$ cat config.mk
export PLATFORM = sky130hd
export DESIGN_NAME = regfile_scoreboard_flat
export DESIGN_NICKNAME = d
export VERILOG_FILES = /design/src/rtl/regfile_scoreboard_if.sv /design/src/rtl/regfile_scoreboard.sv /design/src/flat_wrapper.sv
export SDC_FILE = /design/constraint.sdc
export NUM_CORES = 1
export LEC_CHECK = 0
export BUFFER_PORTS_ARGS = -buffer_cell sky130_fd_sc_hd__buf_2
export CELL_PAD_IN_SITES_DETAIL_PLACEMENT = 1
export CELL_PAD_IN_SITES_GLOBAL_PLACEMENT = 1
export CORE_MARGIN = 4
export CORE_UTILIZATION = 45
export CTS_CLUSTER_DIAMETER = 30
export DETAILED_ROUTE_END_ITERATION = 8
export HOLD_SLACK_MARGIN = 0.05
export PLACE_DENSITY = 0.71
export SYNTH_ARGS = -nofsm -noshare
export SYNTH_HDL_FRONTEND = slang
export SYNTH_SLANG_ARGS = --single-unit
$ cat constraint.sdc
create_clock -name clk -period 13.9 [get_ports clk]
set_input_delay 1.39 -clock clk [delete_from_list [all_inputs] [get_ports clk]]
set_output_delay 1.39 -clock clk [all_outputs]
set_load 0.02 [all_outputs]
$ cat src/rtl/regfile_scoreboard_if.sv
// Bundle between the decode/writeback side of the pipeline and the LC-3
// register file + scoreboard. Master drives issue/read selects and the WB
// latch fields; slave (the register file) returns operands, CC and stall.
interface regfile_scoreboard_if #(
  parameter int DATA_W = 16
);
  logic              issue_valid;
  logic              issue_writes;
  logic [2:0]        issue_dest;
  logic              sr1_used;
  logic              sr2_used;
  logic [2:0]        sr1_sel;
  logic [2:0]        sr2_sel;
  logic [DATA_W-1:0] sr1_out;
  logic [DATA_W-1:0] sr2_out;
  logic              stall;
  logic              wb_retire;
  logic              wb_we;
  logic [2:0]        wb_dest;
  logic [DATA_W-1:0] wb_data;
  logic              wb_setcc;
  logic [2:0]        cc_out;
  logic              sb_error;

  modport master (
    output issue_valid, issue_writes, issue_dest,
    output sr1_used, sr2_used, sr1_sel, sr2_sel,
    output wb_retire, wb_we, wb_dest, wb_data, wb_setcc,
    input  sr1_out, sr2_out, stall, cc_out, sb_error
  );

  modport slave (
    input  issue_valid, issue_writes, issue_dest,
    input  sr1_used, sr2_used, sr1_sel, sr2_sel,
    input  wb_retire, wb_we, wb_dest, wb_data, wb_setcc,
    output sr1_out, sr2_out, stall, cc_out, sb_error
  );
endinterface

$ cat src/rtl/regfile_scoreboard.sv
// LC-3 register file, condition codes and pending-write scoreboard.
// Registers/CC are written on the falling edge so decode sees writeback data
// in the same cycle; pending counters and the error flag update on the
// rising edge together with issue acceptance.
module regfile_scoreboard #(
  parameter int DATA_W = 16
) (
  input  logic                  clk,
  input  logic                  reset,
  regfile_scoreboard_if.slave   bus
);

  localparam logic [2:0] CC_ZERO = 3'b010;

  logic [DATA_W-1:0] regs_q [8];
  logic [DATA_W-1:0] regs_d [8];
  logic [2:0]        cc_q;
  logic [2:0]        cc_d;
  logic [1:0]        pend_q [8];
  logic [1:0]        pend_d [8];
  logic              err_q;
  logic              err_d;

  logic              hz1;
  logic              hz2;
  logic              dest_full;
  logic              stall;
  logic              accept;
  logic              issue_inc;

  // {n,z,p} from a signed writeback value; exactly one bit is ever set
  function automatic logic [2:0] cc_of(input logic signed [DATA_W-1:0] v);
    if (v < 0)       return 3'b100;
    else if (v == 0) return 3'b010;
    else             return 3'b001;
  endfunction

  // Operand hazard; a last pending writer retiring with data this cycle clears it
  function automatic logic src_hazard(input logic used, input logic [1:0] pend,
                                      input logic retire_hit);
    return used && (pend != 2'd0) && !(retire_hit && pend == 2'd1);
  endfunction

  // Combinational read ports; the negedge write already acts as the bypass
  assign bus.sr1_out  = regs_q[bus.sr1_sel];
  assign bus.sr2_out  = regs_q[bus.sr2_sel];
  assign bus.cc_out   = cc_q;
  assign bus.sb_error = err_q;
  assign bus.stall    = stall;

  // Stall decision: RAW hazards on either source, or destination counter full
  always_comb begin
    hz1       = src_hazard(bus.sr1_used, pend_q[bus.sr1_sel],
                           bus.wb_retire && bus.wb_we && bus.wb_dest == bus.sr1_sel);
    hz2       = src_hazard(bus.sr2_used, pend_q[bus.sr2_sel],
                           bus.wb_retire && bus.wb_we && bus.wb_dest == bus.sr2_sel);
    dest_full = bus.issue_writes && pend_q[bus.issue_dest] == 2'd3 &&
                !(bus.wb_retire && bus.wb_dest == bus.issue_dest);
    stall     = bus.issue_valid && (hz1 || hz2 || dest_full);
    accept    = bus.issue_valid && !stall;
    issue_inc = accept && bus.issue_writes;
  end

  // Next register/CC contents from the writeback port
  always_comb begin
    for (int i = 0; i < 8; i++) regs_d[i] = regs_q[i];
    cc_d = cc_q;
    if (bus.wb_we) begin
      regs_d[bus.wb_dest] = bus.wb_data;
      if (bus.wb_setcc) cc_d = cc_of(bus.wb_data);
    end
  end

  // Falling-edge storage of architectural registers and CC
  always_ff @(negedge clk or posedge reset) begin
    if (reset) begin
      for (int i = 0; i < 8; i++) regs_q[i] <= '0;
      cc_q <= CC_ZERO;
    end else begin
      for (int i = 0; i < 8; i++) regs_q[i] <= regs_d[i];
      cc_q <= cc_d;
    end
  end

  // Pending counters: +1 on accepted write-issue, -1 on retire, floor at 0
  always_comb begin
    for (int r = 0; r < 8; r++) begin
      pend_d[r] = pend_q[r];
      case ({issue_inc && bus.issue_dest == 3'(r), bus.wb_retire && bus.wb_dest == 3'(r)})
        2'b10:   pend_d[r] = pend_q[r] + 2'd1;
        2'b01:   if (pend_q[r] != 2'd0) pend_d[r] = pend_q[r] - 2'd1;
        default: pend_d[r] = pend_q[r];
      endcase
    end
    err_d = err_q
          | ((bus.wb_we || bus.wb_setcc) && !bus.wb_retire)
          | (bus.wb_retire && pend_q[bus.wb_dest] == 2'd0 &&
             !(issue_inc && bus.issue_dest == bus.wb_dest));
  end

  // Rising-edge scoreboard state and sticky protocol error
  always_ff @(posedge clk or posedge reset) begin
    if (reset) begin
      for (int r = 0; r < 8; r++) pend_q[r] <= 2'd0;
      err_q <= 1'b0;
    end else begin
      for (int r = 0; r < 8; r++) pend_q[r] <= pend_d[r];
      err_q <= err_d;
    end
  end

endmodule

$ cat src/flat_wrapper.sv
// flat-port wrapper written by rule: the top's interface ports become plain ports
module regfile_scoreboard_flat 
#(
  parameter int DATA_W = 16
)
  (clk, reset, bus_issue_valid, bus_issue_writes, bus_issue_dest, bus_sr1_used, bus_sr2_used, bus_sr1_sel, bus_sr2_sel, bus_wb_retire, bus_wb_we, bus_wb_dest, bus_wb_data, bus_wb_setcc, bus_sr1_out, bus_sr2_out, bus_stall, bus_cc_out, bus_sb_error);
  regfile_scoreboard_if #(.DATA_W(DATA_W)) bus_i ();
  input  logic clk;
  input  logic reset;
  input wire logic [$bits(bus_i.issue_valid)-1:0] bus_issue_valid;
  input wire logic [$bits(bus_i.issue_writes)-1:0] bus_issue_writes;
  input wire logic [$bits(bus_i.issue_dest)-1:0] bus_issue_dest;
  input wire logic [$bits(bus_i.sr1_used)-1:0] bus_sr1_used;
  input wire logic [$bits(bus_i.sr2_used)-1:0] bus_sr2_used;
  input wire logic [$bits(bus_i.sr1_sel)-1:0] bus_sr1_sel;
  input wire logic [$bits(bus_i.sr2_sel)-1:0] bus_sr2_sel;
  input wire logic [$bits(bus_i.wb_retire)-1:0] bus_wb_retire;
  input wire logic [$bits(bus_i.wb_we)-1:0] bus_wb_we;
  input wire logic [$bits(bus_i.wb_dest)-1:0] bus_wb_dest;
  input wire logic [$bits(bus_i.wb_data)-1:0] bus_wb_data;
  input wire logic [$bits(bus_i.wb_setcc)-1:0] bus_wb_setcc;
  output wire logic [$bits(bus_i.sr1_out)-1:0] bus_sr1_out;
  output wire logic [$bits(bus_i.sr2_out)-1:0] bus_sr2_out;
  output wire logic [$bits(bus_i.stall)-1:0] bus_stall;
  output wire logic [$bits(bus_i.cc_out)-1:0] bus_cc_out;
  output wire logic [$bits(bus_i.sb_error)-1:0] bus_sb_error;
  assign bus_i.issue_valid = bus_issue_valid;
  assign bus_i.issue_writes = bus_issue_writes;
  assign bus_i.issue_dest = bus_issue_dest;
  assign bus_i.sr1_used = bus_sr1_used;
  assign bus_i.sr2_used = bus_sr2_used;
  assign bus_i.sr1_sel = bus_sr1_sel;
  assign bus_i.sr2_sel = bus_sr2_sel;
  assign bus_i.wb_retire = bus_wb_retire;
  assign bus_i.wb_we = bus_wb_we;
  assign bus_i.wb_dest = bus_wb_dest;
  assign bus_i.wb_data = bus_wb_data;
  assign bus_i.wb_setcc = bus_wb_setcc;
  assign bus_sr1_out = bus_i.sr1_out;
  assign bus_sr2_out = bus_i.sr2_out;
  assign bus_stall = bus_i.stall;
  assign bus_cc_out = bus_i.cc_out;
  assign bus_sb_error = bus_i.sb_error;
  regfile_scoreboard #(.DATA_W(DATA_W)) u_core (.clk(clk), .reset(reset), .bus(bus_i));
endmodule
==> flow_summary.ini <==
[logic_synthesis]
syn_avg_cell_area_um2 = 13.4
synthCells = 640
synth-main-ff-cell = dfrtn_1
yosys.area.top_type = dfrtn_1
synth_top_area_share = 0.379
syn-cell-area_um2 = 8590
ys_types = 46
synth_seq_cells = 148
yosysWarnings = 0
synth_compound_area_frac = 0.0497
synth_async_sr_flop_share = 1.00
synth_xor_area_frac = 0.00918
yosys-top-cells-area = dfrtn_1, mux2_2, mux4_2
yosys.area_share.adder = 0
synth-simple-area-share = 0.0816
synth-edff-count = 0
muxShareOfSynthArea = 0.398
synth_nets = 677
synth_top_family_by_area = multiplexers
yosysSeqAreaShare = 0.431

[clock_network]
hold_buffers = 0
cts_buffer_depth = 2
cts_tree = yes
h-tree-depth = 4
clk_latency_ns = 0.42
cts_made_buffers = 17
cts-root-buf = clkbuf_16
cts_resized = 0
numClockSinks = 148
postCtsSetupBuffers = 0
clk_pin_slew_worst_paths_ns = 0.04

[place]
dp_slack_ns = 3.33
dpl.hpwl_mm = 15.0
place_congestion = 0.870
portBuffers = 73

[global_route]
grt_overflow = 0
grt_use_met1 = 0.290
grt_max_degree = 83
grt_usage = 0.228
grtUsageMet2 = 0.399
grt_pass1_wl_mm = 38.2
grt_most_used_layer = met2
grt_pass1_vias = 6633
grt_use_met3 = 0.0506
antenna_found_initial = 2

[floorplanning]
std_cell_rows = 50
chipWidth_um = 146
ios = 74
die_h_um = 146
start_util = 0.458
core_area_um2 = 18800
dieArea_um2 = 21400

[finish]
finalCoreUtilization = 0.513
diodes = 0
final_cell_mix = mux2_2, dfrtn_1, buf_2
area_growth_pct = 12.1
layout_commonest_cell = mux2_2
final_nets = 729
drive_above_1_share = 0.499
nFillCells = 1872

[sta]
setup_tns_ns = 0
fin_skew_ns = 0.00495
relSlewSlack = 0.227
worst_slack_ns = 3.70
final-max-slew-violation-count = 0
hold_viol_final = 0
setup_viol_count_final = 0
tightest_slew_ns = 1.16
rsz0062_at_grt = false

[detailed_routing]
drt_iter0_drc = 321
via_per_inst = 6.36
drc = 0
wl_mm = 23.8
dr.pass1.iters = 4
vias = 5968
drt-wirelength-per-cell_um = 25.3
ant_nets = 0

[setup_path]
crit_path_start_kind = primary input
cp_num_buf_inv = 1
crit_family = simple AND/OR/NAND/NOR gates
crit_path_top_delay_cell = nand3_1
crit_path_end_kind = register
cp.required_ns = 7.19
critPathMaxStageDelay_ns = 0.84
crit_fanout = 16
crit_chain = buf_2 > nor2b_1 > nand3_1 > mux2_2
crit_arrival_ns = 3.49
path_class = primary input to register

[pwr]
p_leak_nw = 3.94
vdd_drop_max_v = 0.0000919
power.density_nw_per_um2 = 148

[outcome]
status = finished clean

[flow_run]
drv_cap = 0

[worst_hold_path]
hp-class = register to register
==> flip-flops by register name (all words and copies together) (netlist names) <==
name / count
u_core.regs_q: 128
u_core.bus.cc_out: 3
u_core.bus.sb_error: 1
u_core.pend_q: 16
==> kinds of logic (layout without fill, tap and decap cells) <==
family,after synthesis,count (layout)
mux,236,236
simple gates,136,136
compound gates,54,54
xor+xnor,9,9
buf+inv,57,121
flops,148,148
==> per-layer routing <==
metal	up-vias	routed length, um	share of wire
li1	2577	-	-
met1	3246	10100	0.42
met2	118	12500	0.53
met3	23	901	0.038
met4	4	252	0.011
met5	-	14	0.00059
==> metrics by stage <==
stage | hold WS (ns) | instances | instance area [um^2] | total power [mW]
6_report | 0.455 | 938 | 9630 | 1.43
5_1_grt | 0.476 | 938 | 9630 | 1.50
4_1_cts | 0.458 | 938 | 9630 | 1.44
3_5_place_dp | 0.459 | 907 | 9110 | 1.02
3_3_place_gp | 0.451 | 907 | 9110 | 0.985
2_1_floorplan | 0.451 | 640 | 8590 | 0.897
==> layout make-up <==
class / count / area (um^2) / area share
Clock buffer: 19 / 433 / 0.0450
Clock inverter: 13 / 88.8 / 0.00923
Inverter: 7 / 31.3 / 0.00325
Multi-Input combinational cell: 435 / 4640 / 0.482
Sequential cell: 148 / 3700 / 0.385
Tap cell: 234 / 293 / 0.0304
Timing Repair Buffer: 82 / 433 / 0.0450
==> final timing paths <==
path,start,end,slack [ns],depth (start not counted)
setup / recovery,bus_wb_dest[1],u_core.regs_q[76],3.70,4
hold / removal,u_core.bus.cc_out[2],u_core.bus.cc_out[2],0.45,1
setup reg to reg,u_core.pend_q[12],u_core.bus.sb_error,11.28,8
hold reg to reg,u_core.bus.cc_out[2],u_core.bus.cc_out[2],0.45,1
max in group asynchronous,reset,u_core.regs_q[81],4.52,3
min in group asynchronous,reset,u_core.pend_q[14],1.14,2
==> power breakdown <==
part	internal (mW)	switching [mW]	leakage [nW]
clock network	0.228	0.192	0.256
logic	0.212	0.177	1.89
registers	0.532	0.0860	1.79
==> worst reg2reg max path, cell delays in order, from the launching register on <==
cell,delay (ns)
dfrtp_1,0.46
inv_1,0.16
a21oi_1,0.09
o311ai_0,0.45
o21ai_1,0.21
a311oi_4,0.25
buf_4,0.40
nand4_1,0.14
a311o_1,0.33
==> cell usage after synthesis (all sizes together), types with 3 or more instances <==
| master | instances |
|---|---|
| nand4 | 9 |
| nor3b | 3 |
| nor4 | 5 |
| buf | 23 |
| a22o | 6 |
| nand2 | 33 |
| and3 | 4 |
| nand2b | 5 |
| o21ai | 13 |
| mux2 | 161 |
| o311ai | 6 |
| nor2 | 24 |
| nor3 | 8 |
| and2 | 6 |
| mux2i | 7 |
| nand3b | 12 |
| nor2b | 5 |
| o2111ai | 8 |
| dfrtp | 17 |
| a32o | 3 |
| dfrtn | 130 |
| mux4 | 68 |
| o211ai | 5 |
| inv | 8 |
| nand3 | 20 |
| xor2 | 9 |
| a21oi | 4 |
| clkbuf | 26 |
| a211oi | 4 |
No activity file was read; power rests on OpenSTA's default activity.
